<file path="src/rtl/usb_pc_pkg.sv">
// Shared definitions for the USB PC strobe ports: register addresses,
// pulse FSM states and register bit positions.
package usb_pc_pkg;

  localparam logic [1:0] ADDR_LEVEL  = 2'd0;
  localparam logic [1:0] ADDR_LENGTH = 2'd1;
  localparam logic [1:0] ADDR_CTRL   = 2'd2;
  localparam logic [1:0] ADDR_STATUS = 2'd3;

  typedef enum logic {
    ST_IDLE  = 1'b0,
    ST_PULSE = 1'b1
  } pulse_state_e;

  localparam int LEVEL_BIT       = 0;
  localparam int CTRL_START_BIT  = 0;
  localparam int CTRL_BUSY_BIT   = 0;
  localparam int CTRL_MASK_BIT   = 1;
  localparam int STATUS_DONE_BIT = 0;

endpackage

</file>
<file path="src/rtl/usb_pc_pulse_out_if.sv">
// Avalon-MM slave bus bundle for the USB PC pulse output port.
interface usb_pc_pulse_out_if;
  logic        chipselect;
  logic [1:0]  address;
  logic        write_n;
  logic [31:0] writedata;
  logic [31:0] readdata;

  modport master (
    output chipselect, address, write_n, writedata,
    input  readdata
  );

  modport slave (
    input  chipselect, address, write_n, writedata,
    output readdata
  );
endinterface

</file>
<file path="src/rtl/usb_pc_pulse_timer.sv">
// Loadable pulse-width down-counter. A load value of 0 is treated as 1.
// tc_o flags the last cycle of a pulse (count == 1); the counter rests at 0.
module usb_pc_pulse_timer #(
  parameter int CNT_W = 16
) (
  input  logic             clk,
  input  logic             reset,
  input  logic             load_i,
  input  logic [CNT_W-1:0] len_i,
  output logic             tc_o
);

  logic [CNT_W-1:0] cnt_q;
  logic [CNT_W-1:0] cnt_d;

  // Next count: reload wins over decrement; hold at zero when idle.
  always_comb begin
    cnt_d = cnt_q;
    if (load_i) begin
      cnt_d = (len_i == '0) ? CNT_W'(1) : len_i;
    end else if (cnt_q != '0) begin
      cnt_d = cnt_q - CNT_W'(1);
    end
  end

  // Counter register.
  always_ff @(posedge clk) begin
    if (reset) cnt_q <= '0;
    else       cnt_q <= cnt_d;
  end

  assign tc_o = (cnt_q == CNT_W'(1));

endmodule

</file>
<file path="src/rtl/usb_pc_pulse_out.sv">
// USB PC pulse output port: Avalon-MM register file, pulse FSM, registered
// strobe line. Optional completion interrupt under USB_PC_PULSE_OUT_IRQ_EN.
module usb_pc_pulse_out
  import usb_pc_pkg::*;
#(
  parameter int   CNT_W     = 16,
  parameter logic RST_LEVEL = 1'b0
) (
  input  logic                clk,
  input  logic                reset,
  usb_pc_pulse_out_if.slave   bus,
  output logic                out_port
`ifdef USB_PC_PULSE_OUT_IRQ_EN
  ,
  output logic                irq
`endif
);

  pulse_state_e     state_q;
  logic             busy_q;
  logic             done_q;
  logic             level_q;
  logic             level_d;
  logic [CNT_W-1:0] len_q;
  logic             mask_q;
  logic             out_q;
  logic [31:0]      rd_q;
  logic [31:0]      rd_mux;
  logic             wr_en;
  logic             start_req;
  logic             load;
  logic             pulse_d;
  logic             tc;
  logic             unused_wd;

  assign unused_wd = ^bus.writedata;

  // Decode writes and work out the pulse state that follows this edge, so
  // out_port can be registered with no extra cycle of latency.
  always_comb begin
    wr_en     = bus.chipselect & ~bus.write_n;
    start_req = wr_en && (bus.address == ADDR_CTRL) && bus.writedata[CTRL_START_BIT];
    level_d   = level_q;
    if (wr_en && (bus.address == ADDR_LEVEL)) level_d = bus.writedata[LEVEL_BIT];
    // A start on the terminal cycle re-arms immediately (zero idle gap).
    load    = start_req && ((state_q == ST_IDLE) || tc);
    pulse_d = 1'b0;
    case (state_q)
      ST_IDLE:  pulse_d = start_req;
      ST_PULSE: pulse_d = !tc || start_req;
      default:  pulse_d = 1'b0;
    endcase
  end

  usb_pc_pulse_timer #(.CNT_W(CNT_W)) u_timer (
    .clk    (clk),
    .reset  (reset),
    .load_i (load),
    .len_i  (len_q),
    .tc_o   (tc)
  );

  // Software-visible storage registers.
  always_ff @(posedge clk) begin
    if (reset) begin
      level_q <= RST_LEVEL;
      len_q   <= CNT_W'(1);
      mask_q  <= 1'b0;
    end else begin
      level_q <= level_d;
      if (wr_en && (bus.address == ADDR_LENGTH)) len_q  <= bus.writedata[CNT_W-1:0];
      if (wr_en && (bus.address == ADDR_CTRL))   mask_q <= bus.writedata[CTRL_MASK_BIT];
    end
  end

  // Pulse FSM with registered busy/done; completion beats a same-cycle clear.
  always_ff @(posedge clk) begin
    if (reset) begin
      state_q <= ST_IDLE;
      busy_q  <= 1'b0;
      done_q  <= 1'b0;
    end else begin
      if (wr_en && (bus.address == ADDR_STATUS)) done_q <= 1'b0;
      case (state_q)
        ST_IDLE: begin
          if (start_req) begin
            state_q <= ST_PULSE;
            busy_q  <= 1'b1;
          end
        end
        ST_PULSE: begin
          if (tc) begin
            done_q <= 1'b1;
            if (!start_req) begin
              state_q <= ST_IDLE;
              busy_q  <= 1'b0;
            end
          end
        end
        default: begin
          state_q <= ST_IDLE;
          busy_q  <= 1'b0;
        end
      endcase
    end
  end

  // Read mux from current register contents.
  always_comb begin
    rd_mux = '0;
    case (bus.address)
      ADDR_LEVEL:  rd_mux[LEVEL_BIT] = level_q;
      ADDR_LENGTH: rd_mux[CNT_W-1:0] = len_q;
      ADDR_CTRL: begin
        rd_mux[CTRL_BUSY_BIT] = busy_q;
        rd_mux[CTRL_MASK_BIT] = mask_q;
      end
      ADDR_STATUS: rd_mux[STATUS_DONE_BIT] = done_q;
      default:     rd_mux = '0;
    endcase
  end

  // Registered read data and output line.
  always_ff @(posedge clk) begin
    if (reset) begin
      rd_q  <= '0;
      out_q <= RST_LEVEL;
    end else begin
      rd_q  <= rd_mux;
      out_q <= level_d ^ pulse_d;
    end
  end

  assign bus.readdata = rd_q;
  assign out_port     = out_q;

`ifdef USB_PC_PULSE_OUT_IRQ_EN
  assign irq = done_q & mask_q;
`endif

endmodule

</file>
<file path="src/flat_wrapper.sv">
// flat-port wrapper written by rule: the top's interface ports become plain ports
module usb_pc_pulse_out_flat import usb_pc_pkg::*;
#(
  parameter int   CNT_W     = 16,
  parameter logic RST_LEVEL = 1'b0
)
  (clk, reset, out_port, bus_chipselect, bus_address, bus_write_n, bus_writedata, bus_readdata);
  usb_pc_pulse_out_if bus_i ();
  input  logic clk;
  input  logic reset;
  output logic out_port;
  input wire logic [$bits(bus_i.chipselect)-1:0] bus_chipselect;
  input wire logic [$bits(bus_i.address)-1:0] bus_address;
  input wire logic [$bits(bus_i.write_n)-1:0] bus_write_n;
  input wire logic [$bits(bus_i.writedata)-1:0] bus_writedata;
  output wire logic [$bits(bus_i.readdata)-1:0] bus_readdata;
  assign bus_i.chipselect = bus_chipselect;
  assign bus_i.address = bus_address;
  assign bus_i.write_n = bus_write_n;
  assign bus_i.writedata = bus_writedata;
  assign bus_readdata = bus_i.readdata;
  usb_pc_pulse_out #(.CNT_W(CNT_W), .RST_LEVEL(RST_LEVEL)) u_core (.clk(clk), .reset(reset), .bus(bus_i), .out_port(out_port));
endmodule
</file>
<file path="config.mk">
export PLATFORM = sky130hd
export DESIGN_NAME = usb_pc_pulse_out_flat
export DESIGN_NICKNAME = d
export VERILOG_FILES = /design/src/rtl/usb_pc_pkg.sv /design/src/rtl/usb_pc_pulse_out_if.sv /design/src/rtl/usb_pc_pulse_timer.sv /design/src/rtl/usb_pc_pulse_out.sv /design/src/flat_wrapper.sv
export SDC_FILE = /design/constraint.sdc
export NUM_CORES = 1
export LEC_CHECK = 0
export CORE_ASPECT_RATIO = 0.75
export CORE_MARGIN = 1.5
export CORE_UTILIZATION = 30
export CTS_BUF_LIST = sky130_fd_sc_hd__clkbuf_8
export CTS_CLUSTER_SIZE = 25
export DETAILED_ROUTE_END_ITERATION = 16
export PLACE_DENSITY = 0.61
export REMOVE_ABC_BUFFERS = 1
export SLEW_MARGIN = 25
export SYNTH_ARGS = -nofsm -noshare
export SYNTH_HDL_FRONTEND = slang
export SYNTH_SLANG_ARGS = --single-unit
</file>
<file path="constraint.sdc">
create_clock -name clk -period 2 [get_ports clk]
set_clock_uncertainty 0.05 [all_clocks]
set_input_delay 0.6 -clock clk [delete_from_list [all_inputs] [get_ports clk]]
set_output_delay 0.6 -clock clk [all_outputs]
set_load 0.05 [all_outputs]
</file>
Yosys cells after proc, flatten, opt, wreduce, memory -nomap -nowiden
Index checks and enable logic that the tools add are counted.
{"block": "totals", "wordCells": 56, "ff_bits": 70}
{"block": "op_classes", "muxes": 17, "n_reduce_logical": 15, "n_eq_ne": 7, "add_sub_neg": 1, "bitwise_logic": 5}
{"cell": "2-to-1 mux 16 bit", "count": 3}
{"cell": "equality test 16 x 1 -> 1 bit, second input constant", "count": 1}
{"cell": "zero test 16 bit", "count": 1}
{"cell": "nonzero test 16 bit", "count": 1}
{"cell": "subtractor 16 x 1 -> 16 bit, second input constant", "count": 1}
{"cell": "2-to-1 mux 1 bit", "count": 9}
{"cell": "case mux 1 bit (2 select lines)", "count": 4}
{"cell": "logical AND 1 bit", "count": 6}
{"cell": "equality test 2 bit, second input constant", "count": 2}
{"cell": "!= test 2 bit, second input constant", "count": 2}
{"cell": "case mux 1 bit (4 select lines)", "count": 1}
{"cell": "NOT 1 bit", "count": 3}
{"cell": "AND reduction 3 bit", "count": 1}
{"cell": "equality test 2 x 1 -> 1 bit, second input constant", "count": 1}
{"cell": "zero test 2 bit", "count": 1}
{"cell": "logical OR 1 bit", "count": 2}
{"cell": "!= test 2 x 1 -> 1 bit, second input constant", "count": 1}
{"cell": "nonzero test 2 bit", "count": 1}
{"cell": "OR reduction 2 bit", "count": 1}
{"cell": "bitwise AND 1 bit", "count": 1}
{"cell": "zero test 1 bit", "count": 1}
{"cell": "XOR 1 bit", "count": 1}

Logic depth before layout (Yosys ltp)
Gate-level depths: netlist of run 1.
{"block": "logic_depth", "depth_word": 7, "mapped_depth": 8, "ltp_nobuf": 7}

By module
From an unflattened synthesis of run 1, not the netlist that was laid out.
{"block": "hier_totals", "cells_unflattened": 272, "area_unflattened_um2": 2383.5}
{"mod": "usb_pc_pulse_out", "cells_each": 159, "seq_area_each_um2": 760.7, "area_each_um2": 1488.9, "n_inst": 1}
{"mod": "usb_pc_pulse_timer", "cells_each": 113, "seq_area_each_um2": 320.3, "area_each_um2": 894.6, "n_inst": 1}

Worst setup path after synthesis of run 1
OpenSTA, ideal clock, no wires.
{"block": "synth_timing", "kind": "input to register", "start": "input bus_address[0]", "end": "register u_core.u_timer.cnt_q[11]", "t_arrival_ps": 1817, "path_buffers": 1, "stages": 7, "slack_ps": 44, "cell_sequence": "inv_1 -> ha_1 -> and3_1 -> a41oi_1 -> buf_2 -> nor2_1 -> a311oi_2"}
{"block": "synth_via", "elab_chain_len": 5, "elab_cells_between_ends": 6}
{"element": "start: declaration", "line_no": "flat_wrapper.sv:13", "text": "input wire logic [$bits(bus_i.address)-1:0] bus_address;"}
{"element": "equality test 2 bit *", "line_no": "usb_pc_pulse_out.sv:42", "text": "start_req = wr_en && (bus.address == ADDR_CTRL) && bus.writedata[CTRL_START_BIT];"}
{"element": "logical AND 1 bit * (2 in a row)", "line_no": "usb_pc_pulse_out.sv:42"}
{"element": "logical AND 1 bit *", "line_no": "usb_pc_pulse_out.sv:46", "text": "load = start_req && ((state_q == ST_IDLE) || tc);"}
{"element": "2-to-1 mux 16 bit / nonzero test 2 bit (equally long branches)"}
{"element": "end signal: assignment", "line_no": "usb_pc_pulse_timer.sv:29", "text": "else cnt_q <= cnt_d;"}
{"element": "end: declaration", "line_no": "usb_pc_pulse_timer.sv:13", "text": "logic [CNT_W-1:0] cnt_q;"}
Mark *: on every way between the ends. The rest lies on a longest branch, timed or not.
A chain may end at the register's enable or synchronous reset.

Final worst setup path of run 1
{"block": "layout_timing", "start": "input bus_chipselect", "end": "register u_core.u_timer.cnt_q[9]"}
{"block": "layout_via", "elab_chain_len": 5, "elab_cells_between_ends": 6}
{"element": "start: declaration", "line_no": "flat_wrapper.sv:12", "text": "input wire logic [$bits(bus_i.chipselect)-1:0] bus_chipselect;"}
{"element": "bitwise AND 1 bit *", "line_no": "usb_pc_pulse_out.sv:41", "text": "wr_en = bus.chipselect & ~bus.write_n;"}
{"element": "logical AND 1 bit * (2 in a row)", "line_no": "usb_pc_pulse_out.sv:42"}
{"element": "logical AND 1 bit *", "line_no": "usb_pc_pulse_out.sv:46"}
{"element": "2-to-1 mux 16 bit / nonzero test 2 bit (equally long branches)"}
Marked as above.

==> flow_summary.toml, run 1 <==
[hold_path]
hold_end = "u_core.done_q"
hold_class = "flop to flop"
hold_depth = 2
hp-start = "u_core.done_q"

[drt]
antenna_left = 0
drt_iter0_drc = 102
route.final.wire_length_um = 6054
wire_per_inst_um = 12.99
vias = 2193
drt_drc_violations_left = 0
avgViaCountPerCell = 4.706
first_pass_iters = 4

[die]
initial_core_util = 0.3134
die_w_um = 108.5
die_y_um = 82.12
rows = 28
fp.dieArea_um2 = 8908
io_pins = 71
core_area_um2 = 7988

[layout]
area_delta_synth_final_pct = 30.24
utilization = 0.4082
final_nets = 406
antenna_cells = 0
layout_common_cells = "dfxtp_1, nand2_1, buf_4"
final_common_cell = "dfxtp_1"
drive_gt1_frac = 0.2133
fin_cells = 466

[worst_setup_path]
r2r_cells = 6
cp_max_fo = 5
rr_endpoint = "u_core.u_timer.cnt_q[11]"
crit_arrival_ns = 2.12
critPathCaptureType = "flop"
r2r_start = "u_core.u_timer.cnt_q[2]"
crit_type = "input pin to flop"
crit_required_ns = 2.17
critPathLaunchType = "input pin"
r2r_setup_slack_ns = 0.13

[place]
hpwl_um = 4159
dp.cells = 455
place_congestion = 0.8406
port_buffers = 38
dp_slack_ns = -0.4977

[sta]
finalHoldViolCount = 0
max_freq_mhz = 513.3
setup_slack_ns = 0.05164
period_minus_slack_ns = 1.948
rsz0062_at_grt = "yes"
max-slew-margin-rel = 0.6401
slew_violations = 0
max_slew.worst_pin.slew_ns = 0.5349
finalSetupViolations = 0
finalCritPeriodShare = 0.9742
fin_tns_setup_ns = 0

[logic_synthesis]
ys_ff_latch = 54
yosysSeqAreaShare = 0.4318
synth_cells = 296
netlist.area_leader.share = 0.4318
synth.avg_cell_area_um2 = 8.458
synth-edff-count = 0
synth_area_um2 = 2504
synth_cell_types = 40
synth_flop_cell = "dfxtp_1"
async_reset_ff_frac = 0
yosys.area.top_type = "dfxtp_1"
synth_warnings = 0
ys_top_cells_by_area = "dfxtp_1, nand2_1, a21oi_1"

[clock_tree]
cts_hold_buffers = 0
clock-sinks = 54
cts_tree = "yes"
cts_buffer_depth = 2
root_buffer = "clkbuf_8"
clk_pin_slew_ns = 0.10
cts_inserted_buffers = 5
clk_latency_ns = 0.31
cts_max_level = 2

[flow_run]
maxCapViolCount = 0

[global_routing]
grt_use_total = 0.1423
antenna_found_initial = 0
grt_max_degree = 41
grt_overflow = 0
grt_pass1_wl_um = 9942
grt_pass1_vias = 2084

[power]
p_per_area_nw_per_um2 = 1146
p_leak_nw = 1.332
peakVddDrop_mv = 0.4615

[run_status]
status = "complete, no violations"
worst max-delay path: stages:
cell and delay, ns:
clkdlybuf4s50_1 0.48, nor2b_2 0.16, and3_4 0.22, a41oi_4 0.14, buf_4 0.20, buf_4 0.13
a311oi_2 0.17
repair_timing:
item / in CTS / in global routing
endpoints found under the setup margin: 32 / 15
hold endpoints to repair: 0 / 0
gates cloned: 2 / 0
setup buffers: 1 / 0
gates resized for setup: 10 / 8
pin swaps: 3 / 0
Yosys cell counts, types with 6 or more instances:
master,n
nor2_1,23
and2_1,17
nand2_1,52
nand3_1,9
buf_4,17
dfxtp_1,54
ha_1,8
clkbuf_1,9
nor3_1,8
xnor2_1,6
a21oi_1,30
final cells by class:
| class | count | area (um^2) |
|---|---|---|
| Fill cell | 838 | 4727 |
| Multi-Input combinational cell | 223 | 1323 |
| Sequential cell | 54 | 1081 |
| Timing Repair Buffer | 72 | 619.3 |
| Tap cell | 105 | 131.4 |
| Clock buffer | 6 | 82.58 |
| Inverter | 4 | 15.01 |
| Clock inverter | 2 | 8.758 |
layer usage:
layer | global-route usage | vias up | part of all wire
li1 | - | 1102 | -
met1 | 0.1877 | 1021 | 0.49
met2 | 0.2340 | 64 | 0.44
met3 | 0.03454 | 6 | 0.061
met4 | 0.03684 | 0 | 0.0097
met5 | 0 | - | 0
kinds of logic after synthesis:
kind of cell / after synthesis / synth area share
xor+xnor: 9 / 0.03149
buf+inv: 34 / 0.08045
fa+ha+maj: 8 / 0.03998
mux: 2 / 0.007996
flops: 54 / 0.4318
compound gates: 50 / 0.1329
other cells: 1 / 0.001498
simple gates: 138 / 0.2739
metrics by stage:
step           hold WS [ns]  power, mW  instance area (um^2)
2_1_floorplan        0.3753      2.458                  2374
3_3_place_gp         0.3930      3.011                  3100
3_5_place_dp         0.4118      3.029                  3100
4_1_cts              0.4275      3.690                  3234
5_1_grt              0.4451      3.981                  3261
6_report             0.4255      3.738                  3261
report_power, final:
group,switching [mW],leakage [nW],internal (mW)
registers,0.130,0.439,1.22
logic,0.967,0.841,0.795
clock network,0.353,0.0524,0.275
sequential cells by signal, indices dropped and copies added, names as in the netlist:
| name | count |
|---|---|
| u_core.bus.readdata | 16 |
| u_core.busy_q | 1 |
| u_core.done_q | 1 |
| u_core.len_q | 16 |
| u_core.level_q | 1 |
| u_core.mask_q | 1 |
| u_core.out_port | 1 |
| u_core.state_q | 1 |
| u_core.u_timer.cnt_q | 16 |
worst max path at each step:
stage	end	from	cells past startpoint
global placement	u_core.u_timer.cnt_q[7]	bus_address[0]	9
detailed placement	u_core.u_timer.cnt_q[7]	bus_address[0]	9
finish	u_core.u_timer.cnt_q[9]	bus_chipselect	7
CTS	u_core.u_timer.cnt_q[11]	bus_chipselect	7
floorplan	u_core.u_timer.cnt_q[11]	bus_address[0]	6
global route	u_core.u_timer.cnt_q[8]	bus_write_n	7
Note: power is estimated with default switching activity, not from simulation.
==> run 2, diff against run 1 <==
Settings changed: REMOVE_ABC_BUFFERS 1 to unset.
==> run 2 against run 1 <==
Combinational power fell by 2%; total power rose by 2.1%; largest power group unchanged; via count fell by 2.0%; critical path depth did not move; design area increased by 0.50%; register-to-register slack got worse by 0.03 ns; sequential cell count unchanged.
==> flow_summary.toml, run 2 (synthesized netlist as in run 1, its figures left out) <==
[clock_tree]
cts_tree = "yes"
clk_latency_ns = 0.31
root_buffer = "clkbuf_8"
clk_pin_slew_ns = 0.10
cts_hold_buffers = 0
cts_buffer_depth = 2
cts_inserted_buffers = 5
cts_max_level = 2
clock-sinks = 54

[place]
place_congestion = 0.8118
hpwl_um = 4264
dp.cells = 448
port_buffers = 38

[worst_setup_path]
crit_required_ns = 2.14
path_depth = 7
path_cells = "clkdlybuf4s50_1 -> nor2b_1 -> and3_4 -> a41oi_4 -> buf_2 -> nor2_1 -> a211oi_2"
critPathLaunchType = "input pin"
crit_arrival_ns = 2.04
slowest_delay_ns = 0.47
critical-path-top-delay-family = "buffers and inverters"
critPathBufInv = 2
cp_max_fo = 5
crit_type = "input pin to flop"
slowest_stage = "clkdlybuf4s50_1"
r2r_cells = 6
critPathCaptureType = "flop"

[run_status]
status = "complete, no violations"

[global_routing]
grt_overflow = 0
grt_use_total = 0.1438
top_usage_layer = "met2"
grt_max_degree = 41
use_met1 = 0.1997
grt_pass1_wl_um = 9901
antenna_found_initial = 0
grt_pass1_vias = 2080
use_met3 = 0.03140
gr-usage-met2 = 0.2258

[flow_run]
maxCapViolCount = 0

[layout]
area_delta_synth_final_pct = 30.88
final_common_cell = "dfxtp_1"
drive_gt1_frac = 0.2085
antenna_cells = 0
fin_cells = 460
final_nets = 400
layout_common_cells = "dfxtp_1, nand2_1, buf_4"

[sta]
finalCritPeriodShare = 0.9536
rsz0062_at_grt = "no"
whs_ns = 0.4123
slew_violations = 0
finalSetupViolations = 0
finalHoldViolCount = 0
period_minus_slack_ns = 1.907
max_freq_mhz = 524.3

[die]
rows = 28
core_area_um2 = 7988
die_w_um = 108.5
fp.dieArea_um2 = 8908
initial_core_util = 0.3134
io_pins = 71
die_y_um = 82.12

[drt]
wire_per_inst_um = 13.16
route.final.wire_length_um = 6052
drt_iter0_drc = 125
vias = 2150
first_pass_iters = 5
antenna_left = 0
avgViaCountPerCell = 4.674
drt_drc_violations_left = 0

[power]
peakVddDrop_mv = 0.4778
p_leak_nw = 1.312
p_per_area_nw_per_um2 = 1165

[hold_path]
hold_depth = 2
hold_class = "flop to flop"
## run 2: timing repair
action / CTS / global route
setup endpoints to repair: 31 / 13
hold endpoints to repair: 0 / 0
cloned: 2 / 0
setup buffers: 2 / 0
pin swaps: 5 / 0
resized for setup: 16 / 6
## run 2: final cells by class
class / count / area, um^2
Fill cell: 829 / 4711
Timing Repair Buffer: 65 / 571.8
Sequential cell: 54 / 1081
Clock inverter: 3 / 43.79
Multi-Input combinational cell: 224 / 1365
Clock buffer: 5 / 68.82
Inverter: 4 / 15.01
Tap cell: 105 / 131.4
## run 2: layer usage
layer / up-vias / part of all wire
met5: - / 0
met4: 0 / 0.0056
met3: 2 / 0.047
met2: 46 / 0.44
met1: 1008 / 0.51
li1: 1094 / -
## run 2: worst paths after layout
path | from | slack, ns | to
setup / recovery | bus_chipselect | 0.09 | u_core.u_timer.cnt_q[10]
hold reg to reg | u_core.done_q | 0.41 | u_core.done_q
setup reg to reg | u_core.u_timer.cnt_q[2] | 0.10 | u_core.u_timer.cnt_q[11]
hold / removal | u_core.done_q | 0.41 | u_core.done_q
## run 2: worst register-to-register path: cells and delay by family (launching register included)
family,cells,cell delay (ns)
DFF,1,0.38
AOI/OAI and AO/OA,1,0.24
buffers and inverters,1,0.16
and+or+nand+nor,4,0.99
## run 2: metrics by stage
step	setup TNS, ns	setup slack [ns]	instance area, um^2	total power [mW]	utilization
floorplan	0	0.04442	2560	2.548	-
global placement	-15.81	-0.4707	3055	2.911	0.3825
detailed placement	-17.74	-0.5324	3055	2.946	0.3825
CTS	0	0.03776	3257	3.776	0.4077
global route	0	0.008020	3277	4.066	0.4102
finish	0	0.09272	3277	3.818	0.4102
## run 2: where the power goes
group / leakage [nW] / switching, mW / internal [mW]
Combinational: 0.815 / 0.987 / 0.734
Clock: 0.0585 / 0.361 / 0.376
Sequential: 0.439 / 0.144 / 1.22
==> run 3, diff against run 2 <==
Settings changed: RECOVER_POWER set to 50.
Clock period 2 ns to 1.7 ns, I/O delays scaled along.
==> run 3 against run 2 <==
Sequential share of layout area is 3.1 points lower; register-to-register slack worse by 0.22 ns; global-route usage increased by 1.9 points; largest cell class unchanged; critical path type is now flop to flop; non-clock buffer count increased by 25; final cell count rose by 5.2%; clock power rose by 4.5%; the run now ends with setup timing left; critical endpoint is now u_core.u_timer.cnt_q[4].
==> flow_summary.toml, run 3 (synthesized netlist as in run 1, its figures left out) <==
[place]
dp.cells = 467
dp_slack_ns = -0.7158
port_buffers = 38
place_congestion = 0.8729
hpwl_um = 4566

[sta]
setup_slack_ns = -0.1183
finalCritPeriodShare = 1.070
finalSetupViolations = 12
period_minus_slack_ns = 1.818
slew_violations = 0
rsz0062_at_grt = "yes"
whs_ns = 0.4174
finalHoldViolCount = 0
max_freq_mhz = 550.0

[worst_setup_path]
crit_arrival_ns = 2.02
crit_type = "flop to flop"
slowest_stage = "dfxtp_2"
path_cells = "nor4_4 -> and3_4 -> a41oi_4 -> buf_12 -> buf_16 -> buf_6 -> a211oi_2"
critical-path-top-delay-family = "simple AND/OR/NAND/NOR gates"
critPathBufInv = 3
crit_start = "u_core.u_timer.cnt_q[3]"
r2r_start = "u_core.u_timer.cnt_q[3]"
cp_max_fo = 5
crit_required_ns = 1.90
critPathCaptureType = "flop"
critPathLaunchType = "flop"
slowest_delay_ns = 0.35

[global_routing]
grt_pass1_wl_um = 11300
use_met3 = 0.02826
gr-usage-met2 = 0.2704
top_usage_layer = "met2"
grt_use_total = 0.1623
grt_max_degree = 41
antenna_found_initial = 0
grt_pass1_vias = 2317
grt_overflow = 0
use_met1 = 0.2178

[drt]
vias = 2301
avgViaCountPerCell = 4.754
wire_per_inst_um = 13.70
drt_iter0_drc = 116
first_pass_iters = 4
route.final.wire_length_um = 6630
drt_drc_violations_left = 0
antenna_left = 0

[clock_tree]
clk_pin_slew_ns = 0.11
cts_buffer_depth = 2
cts_tree = "yes"
root_buffer = "clkbuf_8"
clock-sinks = 54
cts_inserted_buffers = 5
clk_latency_ns = 0.31
cts_max_level = 2

[layout]
area_delta_synth_final_pct = 44.73
n_fill_cell = 797
final_nets = 424
multiInputGateArea_um2 = 1428
antenna_cells = 0
drive_gt1_frac = 0.3087
seqCellArea_um2 = 1085
final_common_cell = "nand2_1"
fin_cells = 484
layout_common_cells = "nand2_1, dfxtp_1, buf_4"

[die]
fp.dieArea_um2 = 8908
die_w_um = 108.5
core_area_um2 = 7988
io_pins = 71
initial_core_util = 0.3134
die_y_um = 82.12
rows = 28

[hold_path]
hold_class = "flop to flop"
hp-start = "u_core.done_q"

[power]
p_total_mw = 5.095
p_leak_nw = 1.494
peakVddDrop_mv = 0.6794
p_per_area_nw_per_um2 = 1406

[run_status]
status = "finished, violations left"
violations = "setup timing"

[flow_run]
maxCapViolCount = 0
[run 3: cell count changes in the layout (fill, tap and decap cells not counted), sizes merged]
cell and delta:
bufinv -1, clkinv +1, clkdlybuf4s50 -3, dlygate4sd2 +2, clkbuf +12, a41o -1
buf +14
[run 3: timing repair]
item	in CTS	in global routing
setup buffers	8	1
hold endpoints to repair	0	0
setup endpoints to repair	50	34
pin swaps	12	8
hold buffers	0	0
gates cloned	2	0
resized for setup	29	12
[run 3: power by group]
group	leakage [nW]	switching, mW	total, mW	internal, mW
clock	0.0502	0.464	0.770	0.306
combinational	1.00	1.39	2.76	1.37
sequential	0.440	0.131	1.57	1.44
[run 3: worst paths after layout]
path | end | slack (ns) | cells past startpoint
setup / recovery | u_core.u_timer.cnt_q[4] | -0.12 | 7
hold / removal | u_core.done_q | 0.42 | 2
setup reg to reg | u_core.u_timer.cnt_q[4] | -0.12 | 7
hold reg to reg | u_core.done_q | 0.42 | 2
[run 3: worst reg2reg max path, stage by stage, from the launching register on]
cell and delay, ns:
dfxtp_2 0.35, nor4_4 0.31, and3_4 0.29, a41oi_4 0.17, buf_12 0.19, buf_16 0.14
buf_6 0.11, a211oi_2 0.15
[run 3: final cells by class]
cell class	instances	share of cell area
inverters	4	0.004144
multi-input cells	223	0.3940
well taps	105	0.03626
clock inverters	3	0.007942
clock buffers	5	0.01899
repair buffers	90	0.2393
flip-flops and latches	54	0.2994
[run 3: metrics by stage]
step                  util  TNS, ns  instance area [um^2]
floorplan                -  -0.1124                  2609
global placement    0.4322   -26.06                  3452
global route        0.4536   -1.951                  3623
finish              0.4536  -0.5580                  3623
CTS                 0.4706  -0.3573                  3759
detailed placement  0.4322   -27.38                  3452
[run 3: routing by layer]
| metal | share of wire | vias up |
|---|---|---|
| met5 | 0 | - |
| met4 | 0.0065 | 0 |
| met3 | 0.050 | 4 |
| met2 | 0.46 | 53 |
| met1 | 0.49 | 1104 |
| li1 | - | 1140 |
